## src/rtl/deserializer_pkg.sv

```systemverilog
// Shared router package: beat widths, header field offsets, flag values and
// the receive state type. The serializer packs beats with the same offsets.
package deserializer_pkg;

  localparam int NUMER_OF_LANE          = 1;
  localparam int AURORA_DATA_WIDTH      = 64 * NUMER_OF_LANE;
  localparam int RECV_DATA_WIDTH        = 1024;
  localparam int RECOGNIZE_HEADER_WIDTH = 1;
  localparam int RECOGNIZE_ROUTER_WIDTH = 2;
  localparam int HOST_PAYLOAD_WIDTH     = AURORA_DATA_WIDTH - 3;
  localparam int NUMBER_PACKET          = RECV_DATA_WIDTH / HOST_PAYLOAD_WIDTH + 1;
  localparam int ADDR_WIDTH             = 10;
  localparam int TTL_WIDTH              = 2;

  // Reassembly buffer covers every payload frame, padding included.
  localparam int BUF_WIDTH         = NUMBER_PACKET * HOST_PAYLOAD_WIDTH;
  localparam int FRAME_COUNT_WIDTH = $clog2(NUMBER_PACKET + 1);

  // Beat field offsets.
  localparam int FLAG_LSB    = 0;
  localparam int ROUTER_LSB  = FLAG_LSB + RECOGNIZE_HEADER_WIDTH;
  localparam int DST_LSB     = ROUTER_LSB + RECOGNIZE_ROUTER_WIDTH;
  localparam int TTL_LSB     = DST_LSB + ADDR_WIDTH;
  localparam int PAYLOAD_LSB = ROUTER_LSB + RECOGNIZE_ROUTER_WIDTH;

  localparam logic HDR_FLAG     = 1'b1;
  localparam logic PAYLOAD_FLAG = 1'b0;

  typedef enum logic {
    S_IDLE,
    S_PAYLOAD
  } state_t;

endpackage

```

## src/rtl/deserializer_if.sv

```systemverilog
// Aurora RX AXI-Stream beat interface (no tready: every valid beat is taken).
interface deserializer_if;

  logic                                          axis_rx_tvalid;
  logic                                          axis_rx_tlast;
  logic [deserializer_pkg::AURORA_DATA_WIDTH-1:0] axis_rx_tdata;

  modport master (
    output axis_rx_tvalid,
    output axis_rx_tlast,
    output axis_rx_tdata
  );

  modport slave (
    input axis_rx_tvalid,
    input axis_rx_tlast,
    input axis_rx_tdata
  );

endinterface

```

## src/rtl/deser_frame_decode.sv

```systemverilog
// Combinational field extraction from one Aurora beat: header flag, source
// router, header destination/TTL and the payload slice.
module deser_frame_decode
  import deserializer_pkg::*;
(
  input  logic [AURORA_DATA_WIDTH-1:0]  beat,
  output logic                          is_header,
  output logic [RECOGNIZE_ROUTER_WIDTH-1:0] src_router,
  output logic [ADDR_WIDTH-1:0]         dst_addr,
  output logic [TTL_WIDTH-1:0]          ttl,
  output logic [HOST_PAYLOAD_WIDTH-1:0] payload
);

  assign is_header  = (beat[FLAG_LSB] == HDR_FLAG);
  assign src_router = beat[ROUTER_LSB +: RECOGNIZE_ROUTER_WIDTH];
  assign dst_addr   = beat[DST_LSB +: ADDR_WIDTH];
  assign ttl        = beat[TTL_LSB +: TTL_WIDTH];
  assign payload    = beat[PAYLOAD_LSB +: HOST_PAYLOAD_WIDTH];

endmodule

```

## src/rtl/deserializer.sv

```systemverilog
// Aurora RX deserializer: one header beat followed by NUMBER_PACKET payload
// beats is rebuilt into a 1024-bit word plus routing fields, presented with a
// one-cycle recv_data_valid pulse. Protocol violations pulse frame_error.
// Optional build macro DESER_SRC_CHECK_EN: payload beats must carry the same
// source router id as their header, otherwise the message is dropped.
module deserializer
  import deserializer_pkg::*;
(
  input  logic                       clk,
  input  logic                       rst_n,
  deserializer_if.slave              rx,
  output logic                       recv_data_valid,
  output logic [RECV_DATA_WIDTH-1:0] v_data_recv,
  output logic [ADDR_WIDTH-1:0]      dst_addr_recv,
  output logic [TTL_WIDTH-1:0]       TTL_recv,
  output logic [RECOGNIZE_ROUTER_WIDTH-1:0] router_id_recv,
  output logic                       frame_error
);

  localparam logic [FRAME_COUNT_WIDTH-1:0] LAST_FRAME = FRAME_COUNT_WIDTH'(NUMBER_PACKET - 1);

  logic                              is_header;
  logic [RECOGNIZE_ROUTER_WIDTH-1:0] src_router;
  logic [ADDR_WIDTH-1:0]             dst_addr;
  logic [TTL_WIDTH-1:0]              ttl;
  logic [HOST_PAYLOAD_WIDTH-1:0]     payload;

  state_t                            state_reg, state_next;
  logic [FRAME_COUNT_WIDTH-1:0]      count_reg, count_next;
  logic [ADDR_WIDTH-1:0]             dst_shadow_reg;
  logic [TTL_WIDTH-1:0]              ttl_shadow_reg;
  logic [RECOGNIZE_ROUTER_WIDTH-1:0] rid_shadow_reg;
  logic [BUF_WIDTH-1:0]              buf_reg, buf_merged;

  logic capture_hdr, write_en, complete, error_next, src_mismatch;

  deser_frame_decode u_decode (
    .beat       (rx.axis_rx_tdata),
    .is_header  (is_header),
    .src_router (src_router),
    .dst_addr   (dst_addr),
    .ttl        (ttl),
    .payload    (payload)
  );

`ifdef DESER_SRC_CHECK_EN
  assign src_mismatch = (src_router != rid_shadow_reg);
`else
  logic unused_src_router;
  assign src_mismatch      = 1'b0;
  assign unused_src_router = ^src_router;
`endif

  // Buffer with the current beat's slice merged in, so the final slice can go
  // straight to the output on the completing edge.
  genvar gi;
  generate
    for (gi = 0; gi < NUMBER_PACKET; gi++) begin : g_slice
      localparam logic [FRAME_COUNT_WIDTH-1:0] IDX = FRAME_COUNT_WIDTH'(gi);
      assign buf_merged[gi*HOST_PAYLOAD_WIDTH +: HOST_PAYLOAD_WIDTH] =
        (write_en && (count_reg == IDX)) ? payload
                                         : buf_reg[gi*HOST_PAYLOAD_WIDTH +: HOST_PAYLOAD_WIDTH];
    end
  endgenerate

  // Next-state and control decode for the header/payload sequencer.
  always_comb begin
    state_next  = state_reg;
    count_next  = count_reg;
    capture_hdr = 1'b0;
    write_en    = 1'b0;
    complete    = 1'b0;
    error_next  = 1'b0;
    if (rx.axis_rx_tvalid) begin
      unique case (state_reg)
        S_IDLE: begin
          if (is_header) begin
            capture_hdr = 1'b1;
            count_next  = '0;
            state_next  = S_PAYLOAD;
          end else begin
            error_next = 1'b1;
          end
        end
        S_PAYLOAD: begin
          if (is_header) begin
            // Restart: the partial message is abandoned, this beat is the new header.
            error_next  = 1'b1;
            capture_hdr = 1'b1;
            count_next  = '0;
          end else if (src_mismatch) begin
            error_next = 1'b1;
            state_next = S_IDLE;
          end else if (count_reg == LAST_FRAME) begin
            state_next = S_IDLE;
            if (rx.axis_rx_tlast) begin
              write_en = 1'b1;
              complete = 1'b1;
            end else begin
              error_next = 1'b1;
            end
          end else if (rx.axis_rx_tlast) begin
            error_next = 1'b1;
            state_next = S_IDLE;
          end else begin
            write_en   = 1'b1;
            count_next = count_reg + FRAME_COUNT_WIDTH'(1);
          end
        end
        default: state_next = S_IDLE;
      endcase
    end
  end

  // Sequencer state, frame counter, header shadows and reassembly buffer.
  always_ff @(posedge clk) begin
    if (!rst_n) begin
      state_reg      <= S_IDLE;
      count_reg      <= '0;
      dst_shadow_reg <= '0;
      ttl_shadow_reg <= '0;
      rid_shadow_reg <= '0;
      buf_reg        <= '0;
    end else begin
      state_reg <= state_next;
      count_reg <= count_next;
      buf_reg   <= buf_merged;
      if (capture_hdr) begin
        dst_shadow_reg <= dst_addr;
        ttl_shadow_reg <= ttl;
        rid_shadow_reg <= src_router;
      end
    end
  end

  // Output registers: pulses every cycle, message fields only on completion.
  always_ff @(posedge clk) begin
    if (!rst_n) begin
      recv_data_valid <= 1'b0;
      frame_error     <= 1'b0;
      v_data_recv     <= '0;
      dst_addr_recv   <= '0;
      TTL_recv        <= '0;
      router_id_recv  <= '0;
    end else begin
      recv_data_valid <= complete;
      frame_error     <= error_next;
      if (complete) begin
        v_data_recv    <= buf_merged[RECV_DATA_WIDTH-1:0];
        dst_addr_recv  <= dst_shadow_reg;
        TTL_recv       <= ttl_shadow_reg;
        router_id_recv <= rid_shadow_reg;
      end
    end
  end

endmodule

```

## src/flat_wrapper.sv

```systemverilog
// flat-port wrapper written by rule: the top's interface ports become plain ports
module deserializer_flat import deserializer_pkg::*;
  (clk, rst_n, recv_data_valid, v_data_recv, dst_addr_recv, TTL_recv, router_id_recv, frame_error, rx_axis_rx_tvalid, rx_axis_rx_tlast, rx_axis_rx_tdata);
  deserializer_if rx_i ();
  input  logic clk;
  input  logic rst_n;
  output logic recv_data_valid;
  output logic [RECV_DATA_WIDTH-1:0] v_data_recv;
  output logic [ADDR_WIDTH-1:0] dst_addr_recv;
  output logic [TTL_WIDTH-1:0] TTL_recv;
  output logic [RECOGNIZE_ROUTER_WIDTH-1:0] router_id_recv;
  output logic frame_error;
  input wire logic [$bits(rx_i.axis_rx_tvalid)-1:0] rx_axis_rx_tvalid;
  input wire logic [$bits(rx_i.axis_rx_tlast)-1:0] rx_axis_rx_tlast;
  input wire logic [$bits(rx_i.axis_rx_tdata)-1:0] rx_axis_rx_tdata;
  assign rx_i.axis_rx_tvalid = rx_axis_rx_tvalid;
  assign rx_i.axis_rx_tlast = rx_axis_rx_tlast;
  assign rx_i.axis_rx_tdata = rx_axis_rx_tdata;
  deserializer u_core (.clk(clk), .rst_n(rst_n), .rx(rx_i), .recv_data_valid(recv_data_valid), .v_data_recv(v_data_recv), .dst_addr_recv(dst_addr_recv), .TTL_recv(TTL_recv), .router_id_recv(router_id_recv), .frame_error(frame_error));
endmodule
```

## config.mk

```make
export PLATFORM = sky130hd
export DESIGN_NAME = deserializer_flat
export DESIGN_NICKNAME = d
export VERILOG_FILES = /design/src/rtl/deserializer_pkg.sv /design/src/rtl/deserializer_if.sv /design/src/rtl/deser_frame_decode.sv /design/src/rtl/deserializer.sv /design/src/flat_wrapper.sv
export SDC_FILE = /design/constraint.sdc
export NUM_CORES = 2
export LEC_CHECK = 0
export ABC_CLOCK_PERIOD_IN_PS = 3900
export CELL_PAD_IN_SITES_DETAIL_PLACEMENT = 0
export CELL_PAD_IN_SITES_GLOBAL_PLACEMENT = 2
export CORE_UTILIZATION = 38
export CTS_BUF_LIST = sky130_fd_sc_hd__clkbuf_16
export DETAILED_ROUTE_END_ITERATION = 6
export DONT_BUFFER_PORTS = 1
export PLACE_DENSITY_LB_ADDON = 0.1
export REMOVE_ABC_BUFFERS = 1
export SETUP_SLACK_MARGIN = 0.1
export SLEW_MARGIN = 10
export SYNTH_ARGS = -nofsm -noshare
export SYNTH_HDL_FRONTEND = slang
export SYNTH_SLANG_ARGS = --single-unit
```

## constraint.sdc

```tcl
create_clock -name clk -period 3.9 [get_ports clk]
set_clock_uncertainty 0.05 [all_clocks]
set_input_delay 0.78 -clock clk [delete_from_list [all_inputs] [get_ports clk]]
set_output_delay 0.78 -clock clk [all_outputs]
set_load 0.02 [all_outputs]
```

==> flow_summary.ini <==
[grt]
met2_usage = 0.4759
met1_usage = 0.3659
grtUsageMet3 = 0.08959
grt-ovfl-total = 0
grt_pass1_vias = 59860
grt_max_degree = 1030
top_usage_layer = met2
antenna_found_initial = 8
grt_first_pass_wirelength_um = 451200
grt_usage = 0.3042

[floorplan]
fp.dieH_um = 444.4
num_rows = 161
core_sq_um = 193400
die_w_um = 444.4
die_area_sq_um = 197400
ios = 1108
start_util = 0.3845

[clocking]
clkTransAtPathRegs_ps = 60
clock_latency_ps = 870
cts_sinks = 2084
cts_buffer_depth = 3
postCtsSetupBuffers = 0
cts_tree = yes
cts_max_level = 4
cts_buffers = 223
clockRootBuffer = clkbuf_16

[cells_and_area]
fin_nets = 7926
layout-drive-gt1-share = 0.07258
area_delta_synth_final_pct = 12.77

[drt]
avgRoutedWirePerCell_um = 29.94
via_count = 65880
detail-route-antenna-nets = 0
drtIter0Drc = 5758
vias_per_cell = 6.238
wl_um = 316200
drc_errors = 0
dr.pass1.iters = 6

[synthesis]
synth_edf_count = 0
syn-instance-count = 8399
ys_top_cells_by_area = dfxtp_1 56%, o21ai_0 13%, a31oi_1 8.6%
synth_common_cells = 2084 x dfxtp_1, 1871 x o21ai_0, 1053 x a21oi_1
synth_ff_type = dfxtp_1
async_reset_ff_frac = 0
synth_warnings = 0
netlist_area_sq_um = 74360
synth_largest_area_cell = dfxtp_1
synth-seq-cells = 2084
yosysMostFrequentCell = dfxtp_1
ys_seq_area_frac = 0.5611
synthDistinctLibCells = 42
yosysTopAreaCellShare = 0.5611
avgSynthCellArea_sq_um = 8.853

[worst_setup_path]
endpoint_kind = register
cp.arrival_ps = 4160
startpoint_type = register
critPathKind = register to register
cp.required_ps = 4560
cp_max_fo = 51

[timing]
relSlewSlack = -0.1727
rsz0062_at_grt = no
worst_pin_slew_ps = 1759
max_freq_ghz = 0.2857
hold_slack_ps = 14.56
hold_viol = 0
setup_tns_ps = 0
maxSlewViolCount = 250
finalCriticalPeriod_ps = 3500
min_period_over_period = 0.8974
setup_viol = 0

[pwr]
p_per_area_nw_per_um2 = 509.4
ir_drop_mv = 0.4198
p_leak_uw = 0.02725

[placed_design]
dp_hpwl_um = 173000
place_congestion = 0.7879
io_buffers = 0

[status]
violations = max-slew violations
status = finished with violations

[job]
maxCapViolations = 0

[hold_path]
min_path_type = input pin to register
worst max-delay path, cell delays in order, from the launching register on:
cell and delay [ps]:
dfxtp_1 370, inv_1 110, ha_1 230, nand4bb_4 150, ha_1 500, or4b_4 960, buf_12 360, o21ai_0 460
a31oi_1 160
metrics by stage:
stage,setup slack [ps],total power [uW],instances,util,cell area (sq um)
after floorplan,-29740,22070,7357,-,69970
after global placement,400.8,22440,10040,0.3920,75800
after detailed placement,446.0,22440,10040,0.3920,75800
after CTS,401.1,42910,10550,0.4329,83710
after global routing,262.3,43990,10560,0.4336,83850
final,400.3,42720,10560,0.4336,83850
power by group:
part           leakage [uW]  total [uW]  switching [uW]  internal, uW
clock               0.00360       20300            8980         11300
sequential           0.0168       21300            9.34         21300
combinational       0.00687        1120             888           232
path summary, 6_finish.rpt:
path,start,to,slack [ps],cells past startpoint
setup reg to reg,u_core.count_reg[0]$_SDFFE_PN0P_,u_core.v_data_recv[887]$_SDFFE_PN0P_,400,8
setup / recovery,u_core.count_reg[0]$_SDFFE_PN0P_,u_core.v_data_recv[887]$_SDFFE_PN0P_,400,8
hold reg to reg,u_core.dst_shadow_reg[7]$_SDFFE_PN0P_,u_core.dst_addr_recv[7]$_SDFFE_PN0P_,400,2
hold / removal,rst_n,u_core.v_data_recv[545]$_SDFFE_PN0P_,10,2
cell families after synthesis:
group / after synthesis / share of synthesized area
buf+inv: 1050 / 0.05940
mux: 2 / 0.0002692
simple gates: 1124 / 0.07656
compound gates: 4132 / 0.3015
fa+ha+maj: 7 / 0.001178
flops: 2084 / 0.5611
routing by layer:
layer	wire length (um)	up-vias
li1	-	29910
met1	125300	33050
met2	143000	2316
met3	25420	603
met4	22530	0
met5	0	-
area by class of cell:
class	count	area (sq um)
fillers	18850	109500
flip-flops and latches	2084	41720
multi-input cells	5265	28380
clock buffers	227	5680
repair buffers	269	3696
well taps	2526	3161
clock inverters	179	1172
inverters	8	41.29
diodes	2	5.005
repair_timing:
item,in CTS,in global routing
hold buffers,105,3
hold endpoints to repair,835,3
resized for setup,0,0
layout by cell type, fill, tap and decap left out, drive strengths merged:
| master | instances |
|---|---|
| nand2b | 2 |
| mux2i | 2 |
| dfxtp | 2084 |
| diode | 2 |
| or4 | 1 |
| and2 | 1 |
| or4b | 4 |
| bufinv | 13 |
| nand4bb | 3 |
| dlygate4sd3 | 108 |
| or3 | 1 |
| nor4bb | 2 |
| clkbuf | 227 |
| nor2b | 1 |
| and4 | 1 |
| nand4b | 5 |
| ha | 7 |
| nand3b | 1 |
| o21ai | 2052 |
| and3 | 2 |
| buf | 161 |
| o22ai | 1 |
| and3b | 1 |
| a21boi | 1 |
| clkinv | 87 |
| nand2 | 61 |
| and4b | 3 |
| nor2 | 2 |
| clkinvlp | 4 |
| a31oi | 1024 |
| inv | 83 |
| nand3 | 1028 |
| nor4b | 4 |
| a32oi | 1 |
| nand4 | 1 |
| a21oi | 1053 |
Power figures use the tool's default switching activity.
